==> config.mk <==
export PLATFORM = sky130hd
export DESIGN_NAME = funct_gen_burst_ctrl
export DESIGN_NICKNAME = d
export VERILOG_FILES = /design/src/rtl/funct_gen_burst_ctrl.sv
export SDC_FILE = /design/constraint.sdc
export NUM_CORES = 1
export LEC_CHECK = 0
export ABC_AREA = 1
export CAP_MARGIN = 40
export CORE_MARGIN = 3
export CORE_UTILIZATION = 35
export DETAILED_ROUTE_END_ITERATION = 8
export DONT_BUFFER_PORTS = 1
export GPL_ROUTABILITY_DRIVEN = 0
export SLEW_MARGIN = 20
export SYNTH_ARGS = -nofsm -noshare
export SYNTH_HDL_FRONTEND = slang
export SYNTH_SLANG_ARGS = --single-unit
==> constraint.sdc <==
create_clock -name clk -period 1.6 [get_ports clk]
set_input_delay 0.48 -clock clk [delete_from_list [all_inputs] [get_ports clk]]
set_output_delay 0.48 -clock clk [all_outputs]
set_load 0.05 [all_outputs]
==> src/rtl/funct_gen_burst_ctrl.sv <==
// Burst sequencer for the function generator: latches a burst request, holds the
// generator in config, releases it, counts samples and parks it on completion/abort.
module funct_gen_burst_ctrl #(
  parameter int AMP_W       = 8,
  parameter int CNT_W       = 16,
  parameter int CONF_CYCLES = 2
) (
  input  logic                    clk,
  input  logic                    rst,
  input  logic                    start_i,
  input  logic                    abort_i,
  input  logic [1:0]              wave_sel_i,
  input  logic signed [AMP_W-1:0] amp_i,
  input  logic [CNT_W-1:0]        burst_len_i,
  input  logic                    fifo_afull_i,
  input  logic                    gen_wr_en_i,
  output logic [1:0]              gen_sel_o,
  output logic signed [AMP_W-1:0] gen_amp_o,
  output logic                    gen_enh_conf_o,
  output logic                    gen_en_low_o,
  output logic                    busy_o,
  output logic                    done_o,
  output logic [CNT_W-1:0]        samples_o,
  output logic                    aborted_o,
  output logic                    overrun_o
);

  localparam int CONF_W = (CONF_CYCLES > 1) ? $clog2(CONF_CYCLES) : 1;

  typedef enum logic [1:0] {IDLE, CONFIG, RUN, STOP} state_t;

  state_t                    state_q, state_d;
  logic [CONF_W-1:0]         conf_cnt_q, conf_cnt_d;
  logic [CNT_W-1:0]          len_q, len_d;
  logic [CNT_W-1:0]          samples_d;
  logic [1:0]                sel_d;
  logic signed [AMP_W-1:0]   amp_d;
  logic                      aborted_d, overrun_d;
  logic                      final_sample;

  // Terminal count is detected on the strobe that brings samples_o up to len_q.
  assign final_sample = (len_q != '0) && gen_wr_en_i && (samples_o == len_q - CNT_W'(1));

  always_comb begin
    // NOTE: every signal gets a default first so no path leaves it unassigned (no latches).
    state_d    = state_q;
    conf_cnt_d = conf_cnt_q;
    len_d      = len_q;
    sel_d      = gen_sel_o;
    amp_d      = gen_amp_o;
    samples_d  = samples_o;
    aborted_d  = aborted_o;
    overrun_d  = overrun_o;

    case (state_q)
      IDLE: begin
        if (start_i && !abort_i) begin
          sel_d      = wave_sel_i;
          amp_d      = amp_i;
          len_d      = burst_len_i;
          samples_d  = '0;
          aborted_d  = 1'b0;
          overrun_d  = 1'b0;
          conf_cnt_d = CONF_W'(CONF_CYCLES - 1);
          state_d    = CONFIG;
        end
      end
      CONFIG: begin
        if (abort_i) begin
          state_d = STOP;
        end else if (conf_cnt_q == '0) begin
          state_d = RUN;
        end else begin
          conf_cnt_d = conf_cnt_q - CONF_W'(1);
        end
      end
      RUN: begin
        if (gen_wr_en_i) samples_d = samples_o + CNT_W'(1);
        // A final sample arriving with abort still completes the burst normally.
        if (final_sample) begin
          state_d   = STOP;
          aborted_d = 1'b0;
        end else if (abort_i) begin
          state_d   = STOP;
          aborted_d = 1'b1;
        end
      end
      STOP: begin
        if (gen_wr_en_i) overrun_d = 1'b1;
        state_d = IDLE;
      end
      default: state_d = IDLE;
    endcase
  end

  // Generator controls are decoded from the next state so they line up with the state.
  always_ff @(posedge clk) begin
    if (rst) begin
      state_q        <= IDLE;
      conf_cnt_q     <= '0;
      len_q          <= '0;
      gen_sel_o      <= '0;
      gen_amp_o      <= '0;
      gen_enh_conf_o <= 1'b0;
      gen_en_low_o   <= 1'b1;
      busy_o         <= 1'b0;
      done_o         <= 1'b0;
      samples_o      <= '0;
      aborted_o      <= 1'b0;
      overrun_o      <= 1'b0;
    end else begin
      // NOTE: non-blocking assignments so every register samples pre-edge values.
      state_q        <= state_d;
      conf_cnt_q     <= conf_cnt_d;
      len_q          <= len_d;
      gen_sel_o      <= sel_d;
      gen_amp_o      <= amp_d;
      gen_enh_conf_o <= (state_d == CONFIG) || (state_d == STOP);
      gen_en_low_o   <= (state_d == RUN) ? fifo_afull_i : 1'b1;
      busy_o         <= (state_d != IDLE);
      done_o         <= (state_d == STOP);
      samples_o      <= samples_d;
      aborted_o      <= aborted_d;
      overrun_o      <= overrun_d;
    end
  end

endmodule

### Yosys cells after proc, flatten, opt, wreduce, memory -nomap -nowiden

Index checks and enable logic that the tools add are counted.
W data, S select, Z words.

* add/sub/neg operators: 3
* equal/unequal tests: 12
* multiplexer cells: 19
* bitwise gates (word level): 1
* reduce and logical (&&, ||, !) cells: 17

Operators by type and width (number)
* $mux W16: 2
* $pmux W16 S2: 1
* $add A16 B1 Y16 const B: 1
* $eq A16 B16 Y1: 1
* $reduce_bool A16 Y1: 1
* $sub A16 B1 Y16 const B: 1
* $reduce_and A3 Y1: 4
* $mux W2: 5
* $eq A2 B2 Y1 const B: 4
* $ne A2 B2 Y1 const B: 4
* $pmux W2 S4: 1
* $reduce_bool A2 Y1: 4
* $mux W1: 7
* $pmux W1 S2: 3
* $eq A2 B1 Y1 const B: 2
* $logic_and A1 B1 Y1: 3
* $ne A3 B3 Y1 const B: 1
* $logic_not A2 Y1: 1
* $reduce_and A2 Y1: 1
* $reduce_or A2 Y1: 1
* $logic_not A1 Y1: 1
* $logic_or A1 B1 Y1: 1
* $not A1 Y1: 1
* $sub A1 B1 Y1 const B: 1

* bits in registers: 51
* input bits: 32
* output and inout bits: 32
* logic and storage cells: 64

### Depth between registers and ports, before layout

Gate-level depths: netlist of run 1.

* depth after elaboration: 8
* depth in mapped cells: 17
* gate-level depth less buffers: 17

### Worst setup path before layout of run 1

Ideal clock, no wire load.

* path kind: register to register
* start point: reg samples_o[1]
* end point: reg samples_o[14]
* library setup time: 121 ps
* arrival: 1906 ps
* required time: 1479 ps
* setup slack: -427 ps
* stages on the path, launching flop included: 10
* buffers on the path: 0
* clock period less this slack: 2027 ps
* path through: dfxtp_1 > ha_1 > nand2_1 > nor3_1 > nand2_2 > nor3_4 > nand4_1 > nor2_1 > and3_1 > nor3_2

* word-level cells in the longest chain between the ends: 3

RTL lines
* start: declaration: RTL line 23 `output logic [CNT_W-1:0] samples_o,`
* start signal: assignment: RTL line 122 `samples_o <= samples_d;`
* $add A16 B1 Y16: RTL line 78 `if (gen_wr_en_i) samples_d = samples_o + CNT_W'(1);`
* $mux W16: RTL line 78
* $pmux W16 S2: RTL line 55 `case (state_q)`

No other way between the ends. The select of a mux whose other input is x is not followed.
A chain may end at the register's enable or synchronous reset.

### Worst setup path in the final report of run 1

* start point: reg len_q[0]
* end point: reg done_o

* word-level cells in the longest chain between the ends: 6
* elaborated cells on any way between the ends: 8
* classes of those cells: add/sub (1); eq/ne (2); mux (2); reduce/logical (3)

RTL lines
* start: declaration: RTL line 34 `logic [CNT_W-1:0] len_q, len_d;`
* start signal: assignment: RTL line 115 `len_q <= len_d;`
* $sub A16 B1 Y16 / $reduce_bool A16 Y1 (equally long branches): RTL line 42 `assign final_sample = (len_q != '0) && gen_wr_en_i && (samples_o == len_q - CNT_W'(1));`
* $eq A16 B16 Y1 / $logic_and A1 B1 Y1 (equally long branches): RTL line 42
* $logic_and A1 B1 Y1 (*): RTL line 42
* $mux W2 (*): RTL line 80 `if (final_sample) begin`
* $pmux W2 S4 (*): RTL line 55
* $eq A2 B2 Y1 (*): RTL line 121 `done_o <= (state_d == STOP);`
* end signal: assignment: RTL line 121
* end: declaration: RTL line 22 `output logic done_o,`

Every way passes the cells marked *; elsewhere a longest branch is shown, timed or not.

==> metrics.csv, run 1 <==
stage,metric,value,unit
status,status,"finished, violations left",
status,violations,setup timing,
grt,grt_pass1_wl,11940,um
sta,whs,220.9,ps
job,max_cap_viol_count,0,
clock_network,path_clk_slew,90,ps
clock_network,htree_num_levels,2,
logic_synthesis,ys.flop_type,dfxtp_1,
logic_synthesis,ys_ff_latch,51,
clock_network,cts_buffers,5,
finish,fin_nets,492,
worst_hold_path,holdPathStages,1,
finish,multi_input_area,0.001595,sq mm
finish,seqCellArea,0.001071,sq mm
sta,finalWorstSetupSlack,-285.0,ps
finish,drive_above_1_share,0.3100,
floorplanning,die_x,93.12,um
grt,grt_pass1_vias,2617,
logic_synthesis,synthesis.area,0.002656,sq mm
worst_setup_path,required,1850,ps
clock_network,clk_latency,310,ps
finish,final_cell_area,0.003548,sq mm
sta,relSlewSlack,0.6413,
route,dr_total_vias,2650,
worst_setup_path,crit_arrival,2140,ps
finish,num-fill-cells,767,
grt,grt_max_degree,29,
floorplanning,die_area,0.008670,sq mm
logic_synthesis,synth_most_common_cell,nor2_1,
worst_hold_path,hold_path.startpoint,rst,
clock_network,cts_tree,done,
worst_setup_path,regToRegSetupSlack,-290,ps
clock_network,cts.sinks,51,
worst_setup_path,end_kind,flip-flop,
finish,syn2layout_area_growth,33.58,%
route,wirelength,7026,um
floorplanning,placementRows,31,
route,via_per_inst,4.758,
logic_synthesis,synth.area.top_cells,"dfxtp_1, nor2_1, nand2_1, o21ai_0, inv_1",
sta,worst_pin_slew,537.4,ps
worst_setup_path,setup.worst_path.class,flip-flop to flip-flop,
grt,antenna_found_initial,0,
sta,min_period_over_period,1.178,
finish,insertedDiodeCount,0,
route,ant_nets,0,
logic_synthesis,synth_cell_types,29,
floorplanning,core,0.007292,sq mm
worst_setup_path,start_kind,flip-flop,
grt,grt-ovfl-total,0,
power,ir_drop,469.1,uV
floorplanning,die_y,93.12,um
logic_synthesis,netlist_instances,394,
power,p_leak,1.696,nW
grt,grt_usage,0.1677,
clock_network,clk_path_buf_depth,2,
logic_synthesis,synth_commonest_cells,"nor2_1, nand2_1, dfxtp_1",
logic_synthesis,seq_area_frac_synth,0.3844,
sta,rsz0062_at_grt,true,
worst_setup_path,critPathMaxFanout,4,
logic_synthesis,synth_top_area_share,0.3844,
floorplanning,io-pin-count,64,
logic_synthesis,synth_nets,429,
place,post-dp-hpwl,5429,um
sta,layout_min_cycle_time,1885,ps
logic_synthesis,syn_area_per_cell,6.742,sq um
worst_hold_path,hp-class,primary input to flip-flop,
place,placed_area,0.003236,sq mm
route,wl_per_cell,12.61,um
worst_setup_path,r2r-end,done_o$_SDFF_PP0_,
route,drt_pass1_iterations,4,
worst_setup_path,reg2reg_depth,17,
logic_synthesis,synth_warnings,0,
place,io_buffer_count,0,
sta,drv_slew,0,
place,post-place-ws,-262.5,ps
floorplanning,start_util,0.3643,
worst_hold_path,hold_end,aborted_o$_SDFFE_PP0P_,
logic_synthesis,yosys.area.top_type,dfxtp_1,
logic_synthesis,synth_edf_count,0,
sta,setup-violations-final,7,
power,power_density,865.6,mW/mm^2
route,detail_route.drc_violations,0,
power,finalPower,3.071,mW
worst_setup_path,rr_startpoint,len_q[0]$_SDFFE_PP0P_,
sta,max_freq,530.5,MHz
logic_synthesis,synthArstFlopShare,0,
sta,hold_violations,0,
route,drt_iter0_drc,106,
clock_network,cts-root-buf,clkbuf_8,
sta,finClkSkew,8.965,ps
[what timing repair did]
item,4_1_cts,5_1_grt
gates resized for setup,12,33
cloned,0,0
pin swaps,6,12
buffers inserted,1,7
hold buffers,0,0
endpoints found under the setup margin,8,12
[critical path, stage by stage (launching register included)]
cell and delay, ps:
dfxtp_2 360, inv_4 50, ha_4 240, nand2_2 60, inv_1 30, nor2_1 80
nand2_1 70, nor2_1 110, nand2_1 80, nor2_1 100, nand2_1 70, nor2_2 120
nand3_2 100, nand2_2 100, nand2_4 60, nand3_4 70, nand2_4 60, nor2_2 70
[cell type report]
class	instances	share of cell area
clock buffers	6	0.02045
multi-input cells	290	0.4496
inverters	43	0.04619
clock inverters	2	0.004231
flip-flops and latches	51	0.3018
well taps	99	0.03491
repair buffers	66	0.1428
[cells in the final DEF, fill, tap and decap left out, types with 7 or more instances in the layout]
cell type | netlist | final
nand2_2 | 8 | 8
dfxtp_4 | 0 | 10
nand2_1 | 73 | 66
dfxtp_1 | 51 | 31
nand3_1 | 18 | 15
inv_1 | 43 | 39
buf_4 | 1 | 63
dfxtp_2 | 0 | 10
o21ai_0 | 35 | 33
nand2_4 | 0 | 7
xor2_1 | 9 | 9
nor2_1 | 82 | 77
a21oi_1 | 24 | 22
nor2_2 | 9 | 11
[metrics by stage]
step / util / cells / setup TNS, ps
4_1_cts: 0.4628 / 550 / -1272
2_1_floorplan: - / 394 / -263.0
5_1_grt: 0.4866 / 557 / -2560
3_3_place_gp: 0.4437 / 541 / -1202
6_report: 0.4866 / 557 / -1590
3_5_place_dp: 0.4437 / 541 / -1498
[registers in the layout (all words and copies together) (netlist names)]
| name | cells |
|---|---|
| state_q | 2 |
| conf_cnt_q | 1 |
| gen_enh_conf_o | 1 |
| samples_o | 16 |
| len_q | 16 |
| gen_amp_o | 8 |
| aborted_o | 1 |
| done_o | 1 |
| gen_en_low_o | 1 |
| overrun_o | 1 |
| gen_sel_o | 2 |
| busy_o | 1 |
[cell families after synthesis]
group | share of synthesized area
AOI/OAI and AO/OA | 0.1258
xor gates and xnor gates | 0.04616
adders and majority gates | 0.01413
buffers and inverters | 0.07818
DFF | 0.3844
and+or+nand+nor | 0.3514
[how the worst max path moves through the flow]
stage	startpoint	endpoint	slack, ps	depth (start not counted)
after global placement	len_q[1]$_SDFFE_PP0P_	done_o$_SDFF_PP0_	-210	16
after global routing	len_q[0]$_SDFFE_PP0P_	done_o$_SDFF_PP0_	-400	17
after CTS	len_q[0]$_SDFFE_PP0P_	done_o$_SDFF_PP0_	-240	17
after floorplan	samples_o[3]$_SDFFE_PP0P_	samples_o[14]$_SDFFE_PP0P_	-60	9
after detailed placement	len_q[1]$_SDFFE_PP0P_	done_o$_SDFF_PP0_	-260	16
final	len_q[0]$_SDFFE_PP0P_	done_o$_SDFF_PP0_	-290	17
[power by group]
part | switching (mW) | leakage, nW | internal, mW | total, mW
combinational | 0.457 | 1.22 | 0.337 | 0.794
clock | 0.450 | 0.0461 | 0.317 | 0.767
sequential | 0.180 | 0.429 | 1.33 | 1.51
[routing by layer]
metal	routed length [um]	vias to the layer above	GRT usage
li1	-	1375	-
met1	3071	1206	0.2066
met2	3378	62	0.2891
met3	506	7	0.04907
met4	70	0	0.03663
met5	0	-	0
(Power assumes the default switching activity.)
==> run 2, diff against run 1 <==
--- a/config.mk
+++ b/config.mk
@@ -6,7 +6,7 @@
 export NUM_CORES = 1
 export LEC_CHECK = 0
 export ABC_AREA = 1
-export CAP_MARGIN = 40
+export CAP_MARGIN = 20
 export CORE_MARGIN = 3
 export CORE_UTILIZATION = 35
 export DETAILED_ROUTE_END_ITERATION = 8
==> results of run 2 <==
No change in the layout: final DEF, timing and power equal those of run 1.
